===== src/rtl/rect_fill_engine.sv =====
// Rectangle fill pixel generator: takes one clipped rectangle command and streams
// one (x, y, colour, plot) write per clock in row-major order to the VGA adapter.
module rect_fill_engine #(
    parameter int SCREEN_W = 160,
    parameter int SCREEN_H = 120,
    parameter int XW       = 8,
    parameter int YW       = 7,
    parameter int CW       = 3
) (
    input  logic          clock,
    input  logic          resetn,
    input  logic          start,
    input  logic [XW-1:0] x0,
    input  logic [YW-1:0] y0,
    input  logic [XW-1:0] w,
    input  logic [YW-1:0] h,
    input  logic [CW-1:0] colour_in,
    output logic [XW-1:0] x,
    output logic [YW-1:0] y,
    output logic [CW-1:0] colour,
    output logic          plot,
    output logic          busy,
    output logic          done
);

    typedef enum logic [1:0] {
        IDLE = 2'd0,
        DRAW = 2'd1,
        DONE = 2'd2
    } state_t;

    state_t        r_state;
    logic [XW-1:0] r_x;
    logic [YW-1:0] r_y;
    logic [CW-1:0] r_colour;
    logic          r_plot;
    logic          r_busy;
    logic          r_done;
    logic [XW-1:0] r_x0;
    logic [XW-1:0] r_xe;
    logic [YW-1:0] r_ye;

    // End coordinates use one extra bit so x0+w-1 cannot wrap before clipping.
    logic [XW:0]   w_xe_full;
    logic [YW:0]   w_ye_full;
    logic [XW-1:0] w_xe;
    logic [YW-1:0] w_ye;
    logic          w_empty;

    always_comb begin
        w_xe_full = {1'b0, x0} + {1'b0, w} - (XW+1)'(1);
        w_ye_full = {1'b0, y0} + {1'b0, h} - (YW+1)'(1);
        w_xe      = (w_xe_full > (XW+1)'(SCREEN_W - 1)) ? XW'(SCREEN_W - 1) : w_xe_full[XW-1:0];
        w_ye      = (w_ye_full > (YW+1)'(SCREEN_H - 1)) ? YW'(SCREEN_H - 1) : w_ye_full[YW-1:0];
        w_empty   = (w == '0) || (h == '0) ||
                    ({1'b0, x0} >= (XW+1)'(SCREEN_W)) ||
                    ({1'b0, y0} >= (YW+1)'(SCREEN_H));
    end

    always_ff @(posedge clock or negedge resetn) begin
        if (!resetn) begin
            r_state  <= IDLE;
            r_x      <= '0;
            r_y      <= '0;
            r_colour <= '0;
            r_plot   <= 1'b0;
            r_busy   <= 1'b0;
            r_done   <= 1'b0;
            r_x0     <= '0;
            r_xe     <= '0;
            r_ye     <= '0;
        end else begin
            case (r_state)
                IDLE: begin
                    if (start) begin
                        r_busy <= 1'b1;
                        if (w_empty) begin
                            r_done  <= 1'b1;
                            r_state <= DONE;
                        end else begin
                            r_x0     <= x0;
                            r_xe     <= w_xe;
                            r_ye     <= w_ye;
                            r_x      <= x0;
                            r_y      <= y0;
                            r_colour <= colour_in;
                            r_plot   <= 1'b1;
                            r_state  <= DRAW;
                        end
                    end
                end
                DRAW: begin
                    if (r_x < r_xe) begin
                        r_x <= r_x + XW'(1);
                    end else if (r_y < r_ye) begin
                        r_x <= r_x0;
                        r_y <= r_y + YW'(1);
                    end else begin
                        r_plot  <= 1'b0;
                        r_done  <= 1'b1;
                        r_state <= DONE;
                    end
                end
                DONE: begin
                    r_done  <= 1'b0;
                    r_busy  <= 1'b0;
                    r_state <= IDLE;
                end
                default: begin
                    r_plot  <= 1'b0;
                    r_done  <= 1'b0;
                    r_busy  <= 1'b0;
                    r_state <= IDLE;
                end
            endcase
        end
    end

    assign x      = r_x;
    assign y      = r_y;
    assign colour = r_colour;
    assign plot   = r_plot;
    assign busy   = r_busy;
    assign done   = r_done;

endmodule


===== config.mk =====
export PLATFORM = sky130hd
export DESIGN_NAME = rect_fill_engine
export DESIGN_NICKNAME = d
export VERILOG_FILES = /design/src/rtl/rect_fill_engine.sv
export SDC_FILE = /design/constraint.sdc
export NUM_CORES = 1
export LEC_CHECK = 0
export BUFFER_PORTS_ARGS = -buffer_cell sky130_fd_sc_hd__clkbuf_2
export CORE_ASPECT_RATIO = 1.5
export CORE_UTILIZATION = 45
export CTS_BUF_LIST = sky130_fd_sc_hd__clkbuf_16
export DETAILED_ROUTE_END_ITERATION = 10
export GPL_TIMING_DRIVEN = 1
export PLACE_DENSITY_LB_ADDON = 0.05
export SYNTH_ARGS = -nofsm -noshare
export SYNTH_HDL_FRONTEND = slang
export SYNTH_SLANG_ARGS = --single-unit

===== constraint.sdc =====
create_clock -name clock -period 3.42 [get_ports clock]
set_clock_uncertainty 0.15 [all_clocks]
set_input_delay 0.684 -clock clock [delete_from_list [all_inputs] [get_ports clock]]
set_output_delay 0.684 -clock clock [all_outputs]
set_load 0.05 [all_outputs]

# After elaboration in Yosys (flattened, before gate mapping)
# Index checks and enable logic that the tools add are counted.
# totals
register_bits,46
in_bits,36
wordCells,77
# classes
addsub,6
magnitude_cmp,6
n_eq_ne,9
muxes,29
bitwise_logic,3
reduce_logical,14
# op_table
cell,n
$mux 8,5
$mux 7,5
$pmux 8 s2,1
$pmux 7 s2,1
$ne 2x2->1 const B,6
$reduce_and 5->1,2
$add 8x8->9,1
$gt 9x8->1 const B,1
$mux 1,9
$sub 9x1->9 const B,1
$add 7x7->8,1
$add 8x1->8 const B,1
$ge 8x8->1 const B,1
$gt 8x7->1 const B,1
$logic_not 8->1,1
$lt 8x8->1,1
$mux 2,4
$reduce_and 4->1,2
$sub 8x1->8 const B,1
$add 7x1->7 const B,1
$ge 7x7->1 const B,1
$logic_not 7->1,1
$lt 7x7->1,1
$reduce_and 3->1,2
other kinds (11),16

# Longest topological paths before layout
# Gate-level depths: netlist of the first run.
# depth
ltp_word,7
depth_mapped,12

# Least setup slack after synthesis of the first run
# No wires, ideal clock.
# synth_timing
path_kind,input to register
startpoint,in y0[1]
endpoint,reg r_ye[0]
arrival_time_ns,2.968
t_required_ns,3.204
slack_ns,0.236
path_stages,11
cell_sequence,inv_1 -> ha_1 -> inv_1 -> ha_1 -> fa_1 -> a21o_1 -> a21oi_1 -> xnor2_1 -> or2_2 -> o311ai_1 -> o22a_1
# synth_via
elab_chain_len,4
word_cells_on_any_way,8
classes_between,add/sub (2); order compare (2); mux (1); bitwise (1); reduce/logical (2)
# synth_lines
element,line_no,source
"start, declared",14,"input logic [YW-1:0] y0,"
$add 7x7->8 or $ge 7x7->1 (tied branches),"52, 57",
$sub 8x1->8 or $logic_or 1x1->1 (tied branches),"52, 56",
$gt 8x7->1 or $not 1->1 (tied branches),-,
$mux 7 or $reduce_and 3->1 (tied branches),-,
"end signal, assigned",83,r_ye <= w_ye;
"end, declared",41,logic [YW-1:0] r_ye;
# Several ways; a longest one is shown, not always the timed one.
# A chain may end at the register's enable or synchronous reset.

# Final worst setup path of the first run
# layout_timing
startpoint,in h[1]
endpoint,reg r_ye[1]
# layout_via
elab_chain_len,6
word_cells_on_any_way,10
classes_between,add/sub (2); order compare (1); mux (1); bitwise (1); reduce/logical (5)
# layout_lines
element,line_no,source
"start, declared",16,"input logic [YW-1:0] h,"
"parallel branches: the longest is 6 deep, another holds $add 7x7->8",-,
# Several ways; the timed one is not identified.

==> impl_results.md, run 1 <==
- Reg clk slew, reported paths: 60 ps
- Fin nets: 572
- Final max-slew violation count: 0
- Pre-antenna DRT Iters: 4
- Core Region: 7710 um2
- CP bufs+invs: 4
- Combinational power share: 0.620
- Largest net degree at the start of global routing: 47
- Syn Nets: 508
- Via Count: 3350
- Final worst slack: 352 ps
- PwrDens: 934 nW/um2
- Die ar.: 8420 um2
- Fraction of registers with async set/reset: 1.00
- Postcts setup bufs: 0
- Critical Path RT: 3490 ps
- Residual DRC: 0
- Area contributors post-synth: dfrtp_1, ha_1, inv_1, nand2_1, o21ai_0
- Synth warn: 0
- CTS buffer count: 5
- Mapped Cells: 427
- Sequential power share: 0.265
- Hold/Removal Path Class: flip-flop to flip-flop
- Min-Delay Startpoint: colour[1]
- Via/cell ratio: 5.66
- WHS Endpoint: colour[1]
- Register area share after synthesis: 0.318
- Number of flops mapped to enable cells by yosys: 0
- Critical path's top delay family: adder cells
- Reg area: 1150 um2
- First-pass GRT wire length: 15800 um
- Minimum clock period: 3070 ps
- CP max stage cell: fa_1
- FMAX: 326 MHz
- Sw frac: 0.499
- Setup TNS: 0 ps
- Worst flop-to-flop path endpoint: y[6]
- Max-Cap Viols: 0
- Reg2Reg Setup Slack: 480 ps
- Worst EP arrival: 3130 ps
- Resized Gates After CTS: 0
- Worst reg2reg path depth: 8
- GRT overflow: 0
- Initial antenna violation count: 0
- CTS HTree Levels: 2
- Main flop type after synthesis: dfrtp_1
- Hold path cells: 2
- Ports: 57
- TritonCTS clock tree: done
- #FFs+latches synth: 46
- Antenna-violating nets left: 0
- Layout cells sized above 1: 0.180
- Hold-fix buffers at CTS: 0
- Placed instance area: 4100 um2
- Cell Int Power: 1.98 mW
- Leading area contributor after synthesis: dfrtp_1
- FF-to-FF Start: x[3]
- Initial Utilization: 0.470
- Peak VDD IR: 0.000674 V
- CP endpoint kind: flip-flop
- Antenna diode instance count: 0
- Setup repair after global routing missed its margin: false
- CP max stage delay: 410 ps
- Post-DP HPWL: 7790 um
- Rows: 39
- Fillers: 796
- Unique cell type count in the Yosys netlist: 59
- Routed WL: 9670 um
- Lkg Pwr: 2.20 nW
- Multi-input logic area: 2090 um2
- Place WS: 54.5 ps
- I/O Buffers: 56
- P_sw: 1.97 mW
- Power share of the clock group: 0.115
- Setup Crit Path Kind: input pin to flip-flop
- Worst-Skew Late Latency: 290 ps
- Synth top area share: 0.318
- Final number of hold-violating endpoints: 0
- Outcome: complete, no violations
- Critical path launch point type: input pin
- Clock buffer depth: 2
- Worst-path cell chain: clkbuf_2 > inv_1 > ha_1 > inv_1 > ha_1 > fa_1 > a21o_1 > a21oi_1 > xnor2_1 > or2_2 > o311ai_1 > buf_4 > a2bb2oi_1
- # clock sinks: 46
- Final instance area: 4230 um2
- Cell area after synthesis: 3620 um2
- Vias in the first global route: 3231
- Slew HR: 0.517
- Wire length per cell: 16.3 um
- 1st-iter DRT viols: 118
- Root Driver: clkbuf_16
- Period utilization: 0.897
- Die height: 112 um
- Worst Max-Slew Pin Slew: 719 ps
- Final GP Congestion: 0.872
- Crit path max fanout: 4
- Gr usage total: 0.251
- Die W: 75.3 um
- Syn-to-layout area delta: 16.7%
- Final setup fails: 0
- Mean post-synth cell area: 8.49 um2
-- layer usage --
layer  GRT usage  part of all wire  wire, um
met1       0.274              0.39      3770
met2       0.468              0.55      5310
met3      0.0326             0.030       289
met4       0.100             0.031       296
met5           0                 0         0
-- cell type report --
| type | count | area share |
|---|---|---|
| Tap cell | 102 | 0.0302 |
| Clock inverter | 1 | 0.000888 |
| Sequential cell | 46 | 0.272 |
| Clock buffer | 5 | 0.0296 |
| Inverter | 84 | 0.0752 |
| Timing Repair Buffer | 72 | 0.0977 |
| Multi-Input combinational cell | 282 | 0.494 |
-- worst reg2reg max path, delay by kind of cell (launching register included) --
kind	cells	cell delay, ps
and+or+nand+nor	3	1190
buffers and inverters	1	270
AOI/OAI and AO/OA	3	440
DFF	1	470
adders and majority gates	1	330
-- synthesized netlist by cell type (8+ instances only) --
cell	number
nand2_1	29
o21ai_0	21
a211oi_1	8
nand3_1	8
a21oi_1	16
a31oi_1	8
dfrtp_1	46
nor3_1	10
ha_1	43
clkbuf_1	11
o21a_1	9
inv_1	83
nor2_1	25
-- power groups by stage --
stage / registers, mW / clock network [mW] / logic (mW)
final: 1.05 / 0.454 / 2.45
after global routing: 1.08 / 0.488 / 2.68
after CTS: 1.05 / 0.467 / 2.46
after detailed placement: 1.06 / 0 / 2.45
after global placement: 1.05 / 0 / 2.41
after floorplan: 1.41 / 0 / 1.40
-- cells by family after synthesis --
logic type	Yosys count	share of synthesized area
adder cells (fa/ha/maj)	45	0.160
XOR/XNOR	10	0.0242
AND/OR/NAND/NOR	107	0.146
flip-flops	46	0.318
AO/OA/AOI/OAI	114	0.225
buffers and inverters	99	0.106
multiplexers	6	0.0214
-- state kept, by name (all words and copies together), names as in the netlist --
name and flops:
r_state 2, y 7, busy 1, plot 1, x 8, colour 3, r_x0 8, r_xe 8
done 1, r_ye 7
-- per-stage QoR --
step | std cells | power [mW] | util | hold slack, ps
2_1_floorplan | 427 | 2.81 | - | 238
3_3_place_gp | 586 | 3.46 | 0.532 | 306
3_5_place_dp | 586 | 3.50 | 0.532 | 318
4_1_cts | 592 | 3.97 | 0.548 | 333
5_1_grt | 592 | 4.25 | 0.548 | 361
6_report | 592 | 3.95 | 0.548 | 329
-- how the worst max path moves through the flow --
stage / start / to / depth (start not counted)
after floorplan: y0[1] / r_ye[0] / 11
after global placement: h[1] / r_ye[2] / 13
after detailed placement: h[1] / r_ye[1] / 13
after CTS: h[1] / r_ye[1] / 13
after global routing: y0[1] / r_ye[0] / 13
final: h[1] / r_ye[1] / 13
-- placed cells by master (no fill, tap or decap), types with 7 or more instances in the layout --
master,Yosys,final
nor3_1,10,10
dfrtp_1,46,46
nand2_1,29,29
a31oi_1,8,8
o21a_1,9,9
ha_1,43,43
buf_4,0,15
a21oi_1,16,16
a211oi_1,8,8
clkbuf_2,0,56
nor2_1,25,25
inv_1,83,83
o31ai_1,7,7
o21ai_0,21,21
nand3_1,8,8
No activity file was read; power rests on OpenSTA's default activity.
==> run 2, diff against run 1 <==
--- a/config.mk
+++ b/config.mk
@@ -5,13 +5,14 @@
 export SDC_FILE = /design/constraint.sdc
 export NUM_CORES = 1
 export LEC_CHECK = 0
+export ABC_AREA = 0
 export BUFFER_PORTS_ARGS = -buffer_cell sky130_fd_sc_hd__clkbuf_2
 export CORE_ASPECT_RATIO = 1.5
 export CORE_UTILIZATION = 45
 export CTS_BUF_LIST = sky130_fd_sc_hd__clkbuf_16
 export DETAILED_ROUTE_END_ITERATION = 10
 export GPL_TIMING_DRIVEN = 1
-export PLACE_DENSITY_LB_ADDON = 0.05
+export PLACE_DENSITY = 0.66
 export SYNTH_ARGS = -nofsm -noshare
 export SYNTH_HDL_FRONTEND = slang
 export SYNTH_SLANG_ARGS = --single-unit
==> impl_results.md, run 2 (synthesis gave the netlist of run 1 again) <==
- Antenna-violating nets left: 0
- Worst Max-Slew Pin Slew: 653 ps
- Resized Gates After CTS: 0
- Reg clk slew, reported paths: 60 ps
- CTS HTree Levels: 2
- Residual DRC: 0
- Hold-fix buffers at CTS: 0
- Critical Path RT: 3480 ps
- Rows: 39
- FMAX: 324 MHz
- Die ar.: 8420 um2
- Outcome: complete, no violations
- Final max-slew violation count: 0
- P_sw: 1.93 mW
- Period utilization: 0.901
- GRT overflow: 0
- Final Power: 3.95 mW
- Cell Int Power: 2.02 mW
- Root Driver: clkbuf_16
- Worst-Skew Late Latency: 290 ps
- # clock sinks: 46
- First-pass GRT wire length: 15200 um
- Post-DP HPWL: 7220 um
- PwrDens: 939 nW/um2
- Setup repair after global routing missed its margin: false
- Wire length per cell: 15.6 um
- Combinational power share: 0.596
- Setup Crit Path Kind: input pin to flip-flop
- Slew HR: 0.565
- Die W: 75.3 um
- Power share of the clock group: 0.137
- Die height: 112 um
- Fin nets: 567
- Gr usage total: 0.237
- Clock buffer depth: 2
- 1st-iter DRT viols: 118
- Ports: 57
- Via Count: 3316
- Most frequent cells in the layout: inv_1, clkbuf_2, dfrtp_1, ha_1, nand2_1
- Max-Cap Viols: 0
- Hold/Removal Path Class: input pin to async pin
- Sw frac: 0.489
- Layout cells sized above 1: 0.172
- CTS buffer count: 5
- Via/cell ratio: 5.63
- Most common cell after layout, fill and taps aside: inv_1
- CP max stage delay: 390 ps
- Postcts setup bufs: 0
- Sequential power share: 0.267
- CP endpoint kind: flip-flop
- Pre-antenna DRT Iters: 4
- CP max stage cell: fa_1
- Largest net degree at the start of global routing: 40
- Peak VDD IR: 0.000500 V
- Routed WL: 9160 um
- Initial Utilization: 0.470
- Final GP Congestion: 0.852
- Final setup fails: 0
- TritonCTS clock tree: done
- Final number of hold-violating endpoints: 0
- Vias in the first global route: 3311
- Minimum clock period: 3080 ps
- Worst EP arrival: 3140 ps
- I/O Buffers: 56
- Crit path max fanout: 4
- Worst-path cell chain: clkbuf_2 > inv_1 > ha_1 > inv_1 > ha_1 > fa_1 > a21o_1 > a21oi_1 > xnor2_1 > or2_2 > o311ai_1 > buf_4 > a2bb2oi_1
- Initial antenna violation count: 0
- Syn-to-layout area delta: 16.2%
- Core Region: 7710 um2
- Antenna diode instance count: 0
- Critical path launch point type: input pin
- Lkg Pwr: 2.20 nW
- Setup TNS: 0 ps
-- run 2: power by group through the flow --
stage	clock network (mW)	logic (mW)	registers [mW]
2_1_floorplan	0	1.40	1.41
3_3_place_gp	0	2.30	1.06
3_5_place_dp	0	2.36	1.07
4_1_cts	0.550	2.37	1.06
5_1_grt	0.572	2.62	1.09
6_report	0.543	2.36	1.05
-- run 2: through the flow --
step / setup WS [ps] / util / instance area [um2] / hold WS (ps) / std cells
after floorplan: 236 / - / 3620 / 238 / 427
after global placement: 119 / 0.525 / 4050 / 315 / 581
after detailed placement: 19.1 / 0.525 / 4050 / 316 / 581
after CTS: 320 / 0.546 / 4210 / 282 / 589
after global routing: 172 / 0.546 / 4210 / 329 / 589
final: 337 / 0.546 / 4210 / 264 / 589
-- run 2: cell type report --
cell class                      instances  area, um2
Clock inverter                          3       37.5
Sequential cell                        46       1150
Tap cell                              102        128
Timing Repair Buffer                   67        363
Clock buffer                            5        125
Fill cell                             742       3500
Multi-Input combinational cell        282       2090
Inverter                               84        318
-- run 2: final timing paths --
path                       startpoint        end  slack [ps]  depth (start not counted)
hold reg to reg             colour[1]  colour[1]         330                          2
max in group asynchronous      resetn    r_ye[5]        2100                          2
setup / recovery                y0[1]    r_ye[1]         340                         13
min in group clock          colour[1]  colour[1]         330                          2
setup reg to reg                 y[2]       x[3]         680                          7
hold / removal                 resetn    r_xe[2]         260                          1
-- run 2: critical path: cells and delay by family --
family                   cells  cell delay, ps
AO/OA/AOI/OAI                4             840
XOR/XNOR                     1             110
AND/OR/NAND/NOR              1             300
buffers and inverters        4             330
adder cells (fa/ha/maj)      3             870
-- run 2: per-layer routing --
metal  up-vias  track usage  part of all wire
li1       1626            -                 -
met1      1580        0.269              0.39
met2        91        0.417              0.52
met3        19       0.0317             0.039
met4         0        0.121             0.045
met5         -            0                 0
